$ cat config.mk
export PLATFORM = sky130hd
export DESIGN_NAME = iis_rx
export DESIGN_NICKNAME = d
export VERILOG_FILES = /design/src/rtl/iis_pkg.sv /design/src/rtl/iis_rx_fifo.sv /design/src/rtl/iis_rx.sv
export SDC_FILE = /design/constraint.sdc
export NUM_CORES = 1
export LEC_CHECK = 0
export BUFFER_PORTS_ARGS = -buffer_cell sky130_fd_sc_hd__buf_2
export CELL_PAD_IN_SITES_DETAIL_PLACEMENT = 0
export CELL_PAD_IN_SITES_GLOBAL_PLACEMENT = 1
export CORE_ASPECT_RATIO = 2
export CORE_MARGIN = 10
export CORE_UTILIZATION = 52
export CTS_BUF_LIST = sky130_fd_sc_hd__clkbuf_4 sky130_fd_sc_hd__clkbuf_8
export CTS_CLUSTER_SIZE = 24
export DETAILED_ROUTE_END_ITERATION = 12
export GPL_ROUTABILITY_DRIVEN = 0
export PLACE_DENSITY = 0.88
export RECOVER_POWER = 100
export SETUP_SLACK_MARGIN = 0.3
export SLEW_MARGIN = 20
export SYNTH_ARGS = -nofsm -noshare
export SYNTH_HDL_FRONTEND = slang
export SYNTH_SLANG_ARGS = --single-unit
$ cat constraint.sdc
create_clock -name clk_i -period 2.7 [get_ports clk_i]
set_input_delay 0 -clock clk_i [delete_from_list [all_inputs] [get_ports clk_i]]
set_output_delay 0 -clock clk_i [all_outputs]
set_load 0.02 [all_outputs]
$ cat src/rtl/iis_pkg.sv
// Shared types for the I2S receiver: channel and capture-state enums, sample record.
package iis_pkg;

    localparam int IIS_DATA_WIDTH_DFLT = 16;
    localparam int IIS_DATA_WIDTH_MAX  = 32;

    typedef enum logic {
        CH_LEFT  = 1'b0,
        CH_RIGHT = 1'b1
    } iis_chan_e;

    typedef enum logic [1:0] {
        RX_IDLE = 2'd0,
        RX_SYNC = 2'd1,
        RX_RUN  = 2'd2
    } iis_rx_state_e;

    typedef struct packed {
        logic [IIS_DATA_WIDTH_MAX-1:0] data;
        iis_chan_e                     chan;
    } iis_sample_t;

endpackage

$ cat src/rtl/iis_rx_fifo.sv
// Sample FIFO for iis_rx: power-of-two depth, push/pop/flush, head is zero when empty.
module iis_rx_fifo #(
    parameter int WIDTH = 17,
    parameter int DEPTH = 4
) (
    input  logic                     clk_i,
    input  logic                     rst_n,
    input  logic                     push_i,
    input  logic                     pop_i,
    input  logic                     clear_i,
    input  logic [WIDTH-1:0]         data_i,
    output logic [WIDTH-1:0]         data_o,
    output logic                     full_o,
    output logic                     empty_o,
    output logic [$clog2(DEPTH):0]   level_o
);

    localparam int AW = $clog2(DEPTH);
    localparam logic [AW:0] LVL_FULL = DEPTH[AW:0];

    logic [WIDTH-1:0] r_mem [DEPTH];
    logic [AW-1:0]    r_wr_ptr;
    logic [AW-1:0]    r_rd_ptr;
    logic [AW:0]      r_level;
    logic             w_do_push;
    logic             w_do_pop;

    assign empty_o = (r_level == {(AW+1){1'b0}});
    assign full_o  = (r_level == LVL_FULL);
    assign level_o = r_level;

    // A full FIFO still accepts a push when the head leaves in the same cycle.
    assign w_do_pop  = pop_i & ~empty_o & ~clear_i;
    assign w_do_push = push_i & ~clear_i & (~full_o | w_do_pop);

    // Pointer and occupancy bookkeeping
    always_ff @(posedge clk_i or negedge rst_n) begin
        if (!rst_n) begin
            r_wr_ptr <= {AW{1'b0}};
            r_rd_ptr <= {AW{1'b0}};
            r_level  <= {(AW+1){1'b0}};
        end else if (clear_i) begin
            r_wr_ptr <= {AW{1'b0}};
            r_rd_ptr <= {AW{1'b0}};
            r_level  <= {(AW+1){1'b0}};
        end else begin
            if (w_do_push) begin
                r_wr_ptr <= r_wr_ptr + AW'(1);
            end
            if (w_do_pop) begin
                r_rd_ptr <= r_rd_ptr + AW'(1);
            end
            if (w_do_push && !w_do_pop) begin
                r_level <= r_level + (AW+1)'(1);
            end else if (w_do_pop && !w_do_push) begin
                r_level <= r_level - (AW+1)'(1);
            end else begin
                r_level <= r_level;
            end
        end
    end

    // Storage array
    always_ff @(posedge clk_i) begin
        if (w_do_push) begin
            r_mem[r_wr_ptr] <= data_i;
        end
    end

    // Head presentation
    always_comb begin
        if (empty_o) begin
            data_o = {WIDTH{1'b0}};
        end else begin
            data_o = r_mem[r_rd_ptr];
        end
    end

endmodule

$ cat src/rtl/iis_rx.sv
// I2S receiver: synchronises SCK/WS/SD, frames words on WS changes, queues samples in a FIFO.
// Optional macro IIS_RX_OVERRUN_CNT_EN adds a saturating overrun counter output.
module iis_rx
    import iis_pkg::*;
#(
    parameter int DATA_WIDTH = IIS_DATA_WIDTH_DFLT,
    parameter int FIFO_DEPTH = 4
) (
    input  logic                          clk_i,
    input  logic                          rst_n,
    input  logic                          en_i,
    input  logic                          clear_i,
    input  logic                          sck_i,
    input  logic                          ws_i,
    input  logic                          sd_i,
    output logic [DATA_WIDTH-1:0]         rx_data_o,
    output logic                          rx_chan_o,
    output logic                          rx_valid_o,
    input  logic                          rx_ready_i,
    output logic [$clog2(FIFO_DEPTH):0]   level_o,
`ifdef IIS_RX_OVERRUN_CNT_EN
    output logic [7:0]                    overrun_cnt_o,
`endif
    output logic                          overrun_o
);

    localparam int IW = $clog2(DATA_WIDTH + 1);
    localparam logic [IW-1:0] IDX_MAX = IW'(DATA_WIDTH);

    logic                  r_sck_meta, r_sck_sync, r_sck_prev;
    logic                  r_ws_meta, r_ws_sync;
    logic                  r_sd_meta, r_sd_sync;
    iis_rx_state_e         r_state, w_state_nxt;
    logic [DATA_WIDTH-1:0] r_word, w_word_nxt, w_word_bit;
    logic [IW-1:0]         r_idx, w_idx_nxt;
    logic                  r_ws_prev, w_ws_prev_nxt;
    logic                  r_overrun;
    logic                  w_sck_rise, w_ws_change, w_push, w_pop;
    logic                  w_fifo_full, w_fifo_empty;
    logic [DATA_WIDTH:0]   w_fifo_dout;

    assign w_sck_rise  = r_sck_sync & ~r_sck_prev;
    assign w_ws_change = r_ws_sync ^ r_ws_prev;
    assign w_pop       = rx_ready_i & ~w_fifo_empty;

    // Two-flop pad synchronisers plus SCK history for edge detection
    always_ff @(posedge clk_i or negedge rst_n) begin
        if (!rst_n) begin
            r_sck_meta <= 1'b0;
            r_sck_sync <= 1'b0;
            r_sck_prev <= 1'b0;
            r_ws_meta  <= 1'b0;
            r_ws_sync  <= 1'b0;
            r_sd_meta  <= 1'b0;
            r_sd_sync  <= 1'b0;
        end else begin
            r_sck_meta <= sck_i;
            r_sck_sync <= r_sck_meta;
            r_sck_prev <= r_sck_sync;
            r_ws_meta  <= ws_i;
            r_ws_sync  <= r_ws_meta;
            r_sd_meta  <= sd_i;
            r_sd_sync  <= r_sd_meta;
        end
    end

    // Framing state: wait for a WS change before trusting word boundaries
    always_comb begin
        w_state_nxt = r_state;
        case (r_state)
            RX_IDLE: begin
                if (en_i) w_state_nxt = RX_SYNC;
                else      w_state_nxt = RX_IDLE;
            end
            RX_SYNC: begin
                if (!en_i)                         w_state_nxt = RX_IDLE;
                else if (w_sck_rise && w_ws_change) w_state_nxt = RX_RUN;
                else                               w_state_nxt = RX_SYNC;
            end
            RX_RUN: begin
                if (!en_i) w_state_nxt = RX_IDLE;
                else       w_state_nxt = RX_RUN;
            end
            default: w_state_nxt = RX_IDLE;
        endcase
    end

    // Shift-in datapath; the WS-change edge still carries the previous word's LSB slot
    always_comb begin
        w_word_bit    = r_word;
        w_word_nxt    = r_word;
        w_idx_nxt     = r_idx;
        w_ws_prev_nxt = r_ws_prev;
        w_push        = 1'b0;
        for (int b = 0; b < DATA_WIDTH; b++) begin
            if (r_idx == IW'(DATA_WIDTH - 1 - b)) w_word_bit[b] = r_sd_sync;
            else                                  w_word_bit[b] = r_word[b];
        end
        if (!en_i || (r_state == RX_IDLE)) begin
            w_word_nxt    = {DATA_WIDTH{1'b0}};
            w_idx_nxt     = {IW{1'b0}};
            w_ws_prev_nxt = 1'b0;
        end else if (w_sck_rise) begin
            w_ws_prev_nxt = r_ws_sync;
            if (r_state == RX_RUN) begin
                if (w_ws_change) begin
                    w_push     = 1'b1;
                    w_word_nxt = {DATA_WIDTH{1'b0}};
                    w_idx_nxt  = {IW{1'b0}};
                end else begin
                    w_word_nxt = w_word_bit;
                    if (r_idx == IDX_MAX) w_idx_nxt = r_idx;
                    else                  w_idx_nxt = r_idx + IW'(1);
                end
            end else begin
                w_word_nxt = r_word;
                w_idx_nxt  = r_idx;
            end
        end else begin
            w_word_nxt = r_word;
        end
    end

    // Capture state registers and overrun pulse
    always_ff @(posedge clk_i or negedge rst_n) begin
        if (!rst_n) begin
            r_state   <= RX_IDLE;
            r_word    <= {DATA_WIDTH{1'b0}};
            r_idx     <= {IW{1'b0}};
            r_ws_prev <= 1'b0;
            r_overrun <= 1'b0;
        end else begin
            r_state   <= w_state_nxt;
            r_word    <= w_word_nxt;
            r_idx     <= w_idx_nxt;
            r_ws_prev <= w_ws_prev_nxt;
            r_overrun <= w_push & w_fifo_full & ~w_pop & ~clear_i;
        end
    end

    assign overrun_o = r_overrun;

`ifdef IIS_RX_OVERRUN_CNT_EN
    logic [7:0] r_ovr_cnt;

    // Saturating count of dropped samples
    always_ff @(posedge clk_i or negedge rst_n) begin
        if (!rst_n) begin
            r_ovr_cnt <= 8'd0;
        end else if (clear_i) begin
            r_ovr_cnt <= 8'd0;
        end else if (r_overrun && (r_ovr_cnt != 8'hFF)) begin
            r_ovr_cnt <= r_ovr_cnt + 8'd1;
        end
    end

    assign overrun_cnt_o = r_ovr_cnt;
`endif

    iis_rx_fifo #(
        .WIDTH (DATA_WIDTH + 1),
        .DEPTH (FIFO_DEPTH)
    ) u_fifo (
        .clk_i   (clk_i),
        .rst_n   (rst_n),
        .push_i  (w_push),
        .pop_i   (w_pop),
        .clear_i (clear_i),
        .data_i  ({w_word_bit, r_ws_prev}),
        .data_o  (w_fifo_dout),
        .full_o  (w_fifo_full),
        .empty_o (w_fifo_empty),
        .level_o (level_o)
    );

    assign rx_data_o  = w_fifo_dout[DATA_WIDTH:1];
    assign rx_chan_o  = w_fifo_dout[0];
    assign rx_valid_o = ~w_fifo_empty;

endmodule
* Word-level counts from Yosys, hierarchy flattened
Memories as Yosys holds them, arrays and structs flattened.
Cells that the tools add are included.
** Storage, ports and cells
- Register bits :: 39
- Memory bits (writable) :: 68
- Input port bits :: 8
- Output and inout port bits :: 22
- Word-level logic and storage cells :: 120
- Memories kept :: 1
** Operators by class
- Add/sub/neg operators :: 5
- Equal/unequal tests :: 20
- Multiplexer cells :: 46
- Bitwise gates (word level) :: 16
- Reduce and logical (&&, ||, !) cells :: 17
** Memories
- u_fifo.r_mem :: words 4, width 17, rd ports 1, clocked after memory_dff 0, wr ports 1, RTL line iis_rx_fifo.sv:21 : logic [WIDTH-1:0] r_mem [DEPTH];
** Operators by type and width (number)
- 2-to-1 mux 16 bit :: 4
- equality test 5 x 4 -> 1 bit (second input constant) :: 8
- 2-to-1 mux 1 bit :: 25
- 2-to-1 mux 5 bit :: 5
- equality test 5 x 3 -> 1 bit (second input constant) :: 4
- 2-to-1 mux 17 bit :: 1
- 2-to-1 mux 2 bit :: 7
- equality test 5 x 2 -> 1 bit (second input constant) :: 2
- AND 1 bit :: 9
- 2-to-1 mux 3 bit :: 3
- nonzero test 2 bit :: 4
- case mux 2 bit (3 select lines) :: 1
- adder 5 x 1 -> 5 bit (second input constant) :: 1
- equality test 5 x 1 -> 1 bit (second input constant) :: 1
- equality test 5 bit (second input constant) :: 1
- zero test 5 bit :: 1
- inverter 1 bit :: 5
- adder 2 x 1 -> 2 bit (second input constant) :: 2
- adder 3 x 1 -> 3 bit (second input constant) :: 1
- equality test 3 bit (second input constant) :: 1
- logical AND 1 bit :: 3
- zero test 1 bit :: 3
- zero test 3 bit :: 1
- inequality test 3 bit (second input constant) :: 1
- 10 further kinds :: 10

* Longest topological paths before layout
Gate-level depths: netlist of the first run.
- Depth in word-level cells :: 12
- Gate-level depth with buffers :: 9
- Depth with buffers taken out :: 8

* By module
A second synthesis of the first run with hierarchy kept.
** Second synthesis, totals
- Cells, all modules :: 313
- Area total of the unflattened synthesis :: 4812.1 um^2
** Modules (own cells, without submodules)
- iis_rx_fifo :: instances 1, cells each 169, area each 3201.8 um^2, seq. area each 2217.1 um^2
- iis_rx :: instances 1, cells each 144, area each 1610.3 um^2, seq. area each 800.8 um^2

* Worst setup path after synthesis of the first run
Ideal clock, no wire load.
- Kind :: reg2reg
- Start point :: register u_fifo.r_level[1], in the netlist u_fifo.level_o[1]
- End point :: register u_fifo.r_level[2], in the netlist u_fifo.level_o[2]
- Library setup time :: 87 ps
- Data arrival time :: 2296 ps
- Required time :: 2613 ps
- Path slack :: 318 ps
- Cell stages (with the launch flop) :: 10
- Buffers on the path :: 1
- Clock period less this slack :: 2382 ps
- Cell sequence :: dfrtp_1 nor3_4 nor2b_1 clkbuf_1 nor3_1 fa_1 nand2_1 or3_1 a211o_1 o211ai_1
** On the way
- Longest elaborated chain between the ends :: 10
- Elaborated cells on any way between the ends :: 19
- Classes of those cells :: add/sub (2); eq/ne (1); mux (3); bitwise (7); reduce/logical (6)
** RTL lines
- start: declaration :: RTL line iis_rx_fifo.sv:24 : logic [AW:0] r_level;
- start signal: assignment :: RTL line iis_rx_fifo.sv:41 : r_level <= {(AW+1){1'b0}};
- start signal: assignment :: RTL line iis_rx_fifo.sv:45 : r_level <= {(AW+1){1'b0}};
- start signal: assignment :: RTL line iis_rx_fifo.sv:54 : r_level <= r_level + (AW+1)'(1);
- zero test 3 bit :: RTL line iis_rx_fifo.sv:28 : assign empty_o = (r_level == {(AW+1){1'b0}});
- inverter 1 bit :: RTL line iis_rx_fifo.sv:33, iis_rx.sv:44
- AND 1 bit :: RTL line iis_rx.sv:44 : assign w_pop = rx_ready_i & ~w_fifo_empty;
- AND 1 bit (2 in a row) :: RTL line iis_rx_fifo.sv:33 : assign w_do_pop = pop_i & ~empty_o & ~clear_i;
- bitwise OR 1 bit :: RTL line iis_rx_fifo.sv:34 : assign w_do_push = push_i & ~clear_i & (~full_o | w_do_pop);
- AND 1 bit :: RTL line iis_rx_fifo.sv:34
- logical AND 1 bit / zero test 1 bit (equally long branches) :: RTL line iis_rx_fifo.sv:53, iis_rx_fifo.sv:55
- 2-to-1 mux 3 bit / logical AND 1 bit (equally long branches) :: RTL line iis_rx_fifo.sv:53, iis_rx_fifo.sv:55
- 2-to-1 mux 3 bit / nonzero test 3 bit (equally long branches)
Several ways; a longest one is shown, not always the timed one. The select of a mux whose other input is x is not followed.
A chain may end at the register's enable or synchronous reset.

* Worst setup path after layout of the first run
Ends and elaborated chain as after synthesis.

==> flow_summary.toml, run 1 <==
[status]
status = "finished with violations"
violations = "max-capacitance violations, max-slew violations"

[drt]
antenna_left = 0
drt_iter0_drc = 239
via_count = 2704
routed_wl_microns = 8430
drt_first_pass_iters = 4
via_per_inst = 5.54
wl_per_cell_microns = 17.3
drc = 0

[logic_synthesis]
yosysWarnings = 0
avgSynthCellArea_sq_um = 13.9
async_flop_share = 0.364
synth_ff_type = "edfxtp_1"
synth_edf_count = 68
synth.ff_latch_count = 107
synth_cells = 343
syn_nets = 361
synth_area_sq_um = 4750
seq_area_frac_synth = 0.635
synth_cell_types = 47

[layout]
layout-drive-gt1-share = 0.137
nFillCells = 709
fin_cells = 488
fin_nets = 399
diodes = 0
area_delta_synth_final_pct = 10.3
design_area_sq_um = 5240

[hold_path]
min_path_type = "in -> reg"
whs_path_depth = 3
min-delay-start = "rx_ready_i"
holdPathEnd = "u_fifo.level_o[0]$_DFFE_PN0P_"

[cts]
clk_latency_ps = 370
cts_buffer_depth = 2
htree_levels = 3
cts_buffers = 9
cts_root_buf = "clkbuf_8"
postCtsSetupBuffers = 0
clk_pin_slew_ps = 100
cts_tree = "done"
cts.sink_count = 107

[global_routing]
antenna_found_initial = 0
grt_pass1_vias = 2843
overflow = 0
grt_usage = 0.129
grt_first_pass_wirelength_microns = 13800
grt_max_degree = 40

[critical_path]
worstSetupPathType = "reg -> reg"
cp.arrival_ps = 2700
r2r_end = "u_fifo.level_o[2]$_DFFE_PN0P_"
required_ps = 2990
worstSetupEndpointType = "flip-flop"
cp_max_fo = 8
r2r_cells = 7
rr_startpoint = "u_fifo.level_o[1]$_DFFE_PN0P_"
r2r_setup_slack_ps = 290
start_kind = "flip-flop"

[placement]
portBuffers = 29
dp.cells = 466
dp_hpwl_microns = 5990
place_area_sq_um = 5020

[pwr]
p_per_area_nw_per_um2 = 577
power.leakage_nw = 1.96
vdd_drop_max_v = 0.000308

[timing]
tightest_slew_ps = 2190
drv_slew = 40
rsz0062_at_grt = "false"
fmax_ghz = 0.416
skew_ps = 7.33
period_needed_ps = 2410
hold_viol_final = 0
setup_viol = 0
min_period_over_period = 0.891
tns_ps = 0
slew_headroom = -0.458

[floorplanning]
start_util = 0.531
die_area_sq_um = 13600
core-area_sq_um = 8950
ios = 30
die_width_microns = 87.6
die_y_microns = 155
fp-row-count = 49

[flow_run]
maxCapViolCount = 1
==> power breakdown <==
group | internal [mW] | switching [mW]
sequential | 1.75 | 0.0204
combinational | 0.151 | 0.195
clock | 0.352 | 0.562
total | 2.25 | 0.777
==> synth_stat cells (3+ instances only) <==
cell | count | area share
nor2_1 | 14 | 0.011
and3_1 | 6 | 0.0079
nor2b_1 | 13 | 0.017
mux2_2 | 13 | 0.031
buf_2 | 3 | 0.0032
and2_1 | 6 | 0.0079
o21ai_0 | 26 | 0.027
mux4_2 | 17 | 0.081
nand3_1 | 5 | 0.0053
edfxtp_1 | 68 | 0.43
nor3_1 | 7 | 0.0074
ha_1 | 9 | 0.024
dfrtp_1 | 39 | 0.21
a21oi_1 | 5 | 0.0053
inv_1 | 12 | 0.0095
nand2_1 | 36 | 0.028
and2b_1 | 8 | 0.013
nand2b_1 | 8 | 0.011
or3_1 | 3 | 0.0039
clkbuf_1 | 12 | 0.0095
==> through the flow <==
step	hold WS [ps]	setup slack [ps]	total power, mW	utilization
2_1_floorplan	-296	318	2.06	-
3_3_place_gp	109	401	2.16	0.561
3_5_place_dp	110	332	2.17	0.561
4_1_cts	8.34	310	3.07	0.588
5_1_grt	51.3	165	3.16	0.586
6_report	28.9	295	3.03	0.586
==> registers in the layout, indices dropped and copies added (netlist names) <==
register and count:
overrun_o 1, r_idx 5, r_sck_meta 1, r_sck_prev 1, r_sck_sync 1, r_sd_meta 1, r_sd_sync 1, r_state 2
r_word 16, r_ws_meta 1, r_ws_prev 1, r_ws_sync 1, u_fifo.level_o 3, u_fifo.r_mem 68, u_fifo.r_rd_ptr 2, u_fifo.r_wr_ptr 2
==> placed cells by master, fill, tap and decap left out, types with 7 or more instances in the layout <==
cell	n
mux2_1	13
nor3_1	7
buf_2	7
nor2b_1	12
inv_1	12
nand2_1	36
o21ai_0	26
nor2_1	14
clkbuf_8	9
clkbuf_1	25
mux4_2	17
nand2b_1	8
ha_1	9
dfrtp_1	39
and2b_1	8
edfxtp_1	68
==> final cells by class <==
class	instances	area (sq um)	area share
Clock buffer	9	124	0.0236
Clock inverter	7	62.6	0.0119
Inverter	12	45.0	0.00859
Multi-Input combinational cell	207	1630	0.311
Sequential cell	107	3020	0.576
Tap cell	102	128	0.0243
Timing Repair Buffer	44	234	0.0446
==> how the worst max path moves through the flow <==
stage	start	to	slack (ps)
after floorplan	u_fifo.level_o[1]$_DFFE_PN0P_	u_fifo.level_o[2]$_DFFE_PN0P_	320
after global placement	r_ws_prev$_DFFE_PN0P_	u_fifo.level_o[2]$_DFFE_PN0P_	400
after detailed placement	r_ws_prev$_DFFE_PN0P_	u_fifo.level_o[2]$_DFFE_PN0P_	330
after CTS	r_ws_prev$_DFFE_PN0P_	u_fifo.level_o[2]$_DFFE_PN0P_	310
after global routing	u_fifo.level_o[1]$_DFFE_PN0P_	u_fifo.level_o[2]$_DFFE_PN0P_	170
final	u_fifo.level_o[1]$_DFFE_PN0P_	u_fifo.level_o[2]$_DFFE_PN0P_	290
==> critical path: stages, from the launching register on <==
cell      delay [ps]
dfrtp_1          510
nor3_1           130
nor2b_1          450
nor3_4           100
fa_1             420
or3_1            380
a211o_1          270
o211ai_1          80
==> cells by family after synthesis <==
logic type,share of synthesized area
XOR/XNOR,0.00737
multiplexers,0.116
AO/OA/AOI/OAI,0.0505
flip-flops,0.635
adder cells (fa/ha/maj),0.0279
AND/OR/NAND/NOR,0.138
buffers and inverters,0.0253
==> layer usage <==
layer	wire, microns	GRT usage	share of wire
met5	0	0	0
met4	138	0.0496	0.016
met3	197	0.0256	0.023
met2	4680	0.231	0.56
met1	3410	0.142	0.40
==> timing repair <==
| item | 4_1_cts | 5_1_grt |
|---|---|---|
| endpoints found under the hold margin | 47 | 0 |
| hold buffers | 6 | 0 |
| gates resized for setup | 0 | 6 |
| setup endpoints to repair | 0 | 70 |
(Power assumes the default switching activity.)
==> inputs of run 2 (changes only) <==
CTS_CLUSTER_DIAMETER = 120   (was unset)
PLACE_DENSITY = unset   (was 0.88)
PLACE_DENSITY_LB_ADDON = 0.1   (was unset)
==> run 2 against run 1 <==
Effect of this change:
- total power is 2.9% higher
- global-route usage up 0.68 points
- via count rose by 2.3%
- sequential power is essentially flat
- sequential cell count is the same
- the flow now finishes without violations
- critical path depth increased by 1
- setup slack better by 39 ps
- clock power rose by 9.3%
- clock skew up 6.0 ps
- non-clock buffer count increased by 4
- register-to-register slack improved by 40 ps
- die area unchanged
==> flow_summary.toml, run 2 (synthesis gave the netlist of run 1 again) <==
[drt]
routed_wl_microns = 8700
drt_first_pass_iters = 4
antenna_left = 0
via_per_inst = 5.62
drt_iter0_drc = 118
wl_per_cell_microns = 17.7
via_count = 2767
drc = 0

[cts]
clk_latency_ps = 370
htree_levels = 3
cts_buffer_depth = 2
cts_tree = "done"
cts_buffers = 9
clk_pin_slew_ps = 100
cts_root_buf = "clkbuf_8"
cts.sink_count = 107

[hold_path]
min_path_type = "in -> reg"

[pwr]
power_frac_comb = 0.112
p_per_area_nw_per_um2 = 590
report.power.total_mw = 3.11
p_sw_mw = 0.770
vdd_drop_max_v = 0.000277
p_sw_frac = 0.247
p_int_mw = 2.34
clockPowerShare = 0.321
seqPwrFrac = 0.567
power.leakage_nw = 2.00

[global_routing]
grt_max_degree = 40
grt_first_pass_wirelength_microns = 14200
overflow = 0
antenna_found_initial = 0
grt_pass1_vias = 2790
grt_usage = 0.136

[timing]
min_period_over_period = 0.876
hold_ws_ps = 54.7
fmax_ghz = 0.423
setup_viol = 0
drv_slew = 0
period_needed_ps = 2370
rsz0062_at_grt = "false"
skew_ps = 13.3
tightest_slew_ps = 967
hold_viol_final = 0
slew_headroom = 0.355
tns_ps = 0

[critical_path]
cp_max_fo = 6
cp.arrival_ps = 2650
crit_buf_inv = 0
worst_path_dominant_cell_family = "simple AND/OR/NAND/NOR gates"
max_stage_delay_ps = 440
required_ps = 2980
worstSetupEndpointType = "flip-flop"
cp_slowest_cell = "dfrtp_1"
start_kind = "flip-flop"
crit_chain = "xor2_1 > nand3_2 > nor3_2 > fa_1 > nand2_1 > or3_1 > a211o_1 > o211ai_1"
worstSetupPathType = "reg -> reg"

[floorplanning]
ios = 30
fp-row-count = 49
die_y_microns = 155
die_area_sq_um = 13600
die_width_microns = 87.6
start_util = 0.531
core-area_sq_um = 8950

[placement]
dp.cells = 468
portBuffers = 29
dp_hpwl_microns = 6060

[layout]
diodes = 0
largest_reg_flops = 68
layout-drive-gt1-share = 0.151
mostFrequentLayoutCells = "edfxtp_1, dfrtp_1, nand2_1"
top_regs = "u_fifo.r_mem (68), r_word (16), r_idx (5)"
seqCellArea_sq_um = 3020
multi_input_area_sq_um = 1620
nFillCells = 751
final_common_cell = "edfxtp_1"
area_delta_synth_final_pct = 11.0
fin_nets = 403
regMostFlops = "u_fifo.r_mem"
fin_cells = 492

[flow_run]
maxCapViolCount = 0

[status]
status = "completed"
-- run 2: cell types whose count changed in the layout (fill, tap and decap cells not counted), sizes merged --
cell and delta:
bufinv +1, buf +4, clkinv -3, inv +2
-- run 2: worst reg2reg max path: stages, from the launching register on --
cell and delay (ps):
dfrtp_1 440, xor2_1 360, nand3_2 210, nor3_2 210, fa_1 260, nand2_1 80
or3_1 310, a211o_1 310, o211ai_1 90
-- run 2: area by class of cell --
class	instances	share of cell area
Sequential cell	107	0.572
Clock inverter	7	0.0149
Clock buffer	9	0.0235
Multi-Input combinational cell	207	0.307
Inverter	12	0.00853
Tap cell	102	0.0242
Timing Repair Buffer	48	0.0503
-- run 2: power by group through the flow --
stage	Combinational, mW	Sequential (mW)	Clock, mW
6_report	0.349	1.77	0.999
5_1_grt	0.386	1.77	1.09
4_1_cts	0.376	1.77	1.03
3_5_place_dp	0.368	1.80	0
3_3_place_gp	0.365	1.80	0
2_1_floorplan	0.257	1.80	0
-- run 2: metrics by stage --
stage               worst slack (ps)  cell area (sq um)   util
global placement                 393               5040  0.563
global route                     177               5280  0.590
floorplan                        318               4750      -
CTS                              367               5320  0.594
detailed placement               264               5040  0.563
finish                           334               5280  0.590
-- run 2: path summary, 6_finish.rpt --
check / startpoint / endpoint / slack [ps] / cells past startpoint
max reg2reg: r_ws_prev$_DFFE_PN0P_ / u_fifo.level_o[2]$_DFFE_PN0P_ / 330 / 8
max: r_ws_prev$_DFFE_PN0P_ / u_fifo.level_o[2]$_DFFE_PN0P_ / 330 / 8
max in group asynchronous: rst_n / r_state[0]$_DFF_PN0_ / 1800 / 2
min reg2reg: r_sck_meta$_DFF_PN0_ / r_sck_sync$_DFF_PN0_ / 360 / 0
min in group asynchronous: rst_n / u_fifo.r_wr_ptr[0]$_DFFE_PN0P_ / 290 / 2
min: rx_ready_i / u_fifo.level_o[2]$_DFFE_PN0P_ / 50 / 3
-- run 2: layer usage --
metal	part of all wire	vias up	track usage	wire [microns]
met2	0.55	44	0.234	4740
met4	0.016	0	0.0511	138
met1	0.41	1378	0.156	3560
li1	-	1335	-	-
met3	0.030	10	0.0324	261
met5	0	-	0	0
-- run 2: repair_timing --
item / 4_1_cts / 5_1_grt
pin swaps: 0 / 1
hold buffers: 6 / 0
setup endpoints to repair: 1 / 7
hold endpoints to repair: 48 / 0
gates resized for setup: 3 / 2
setup buffers: 0 / 2
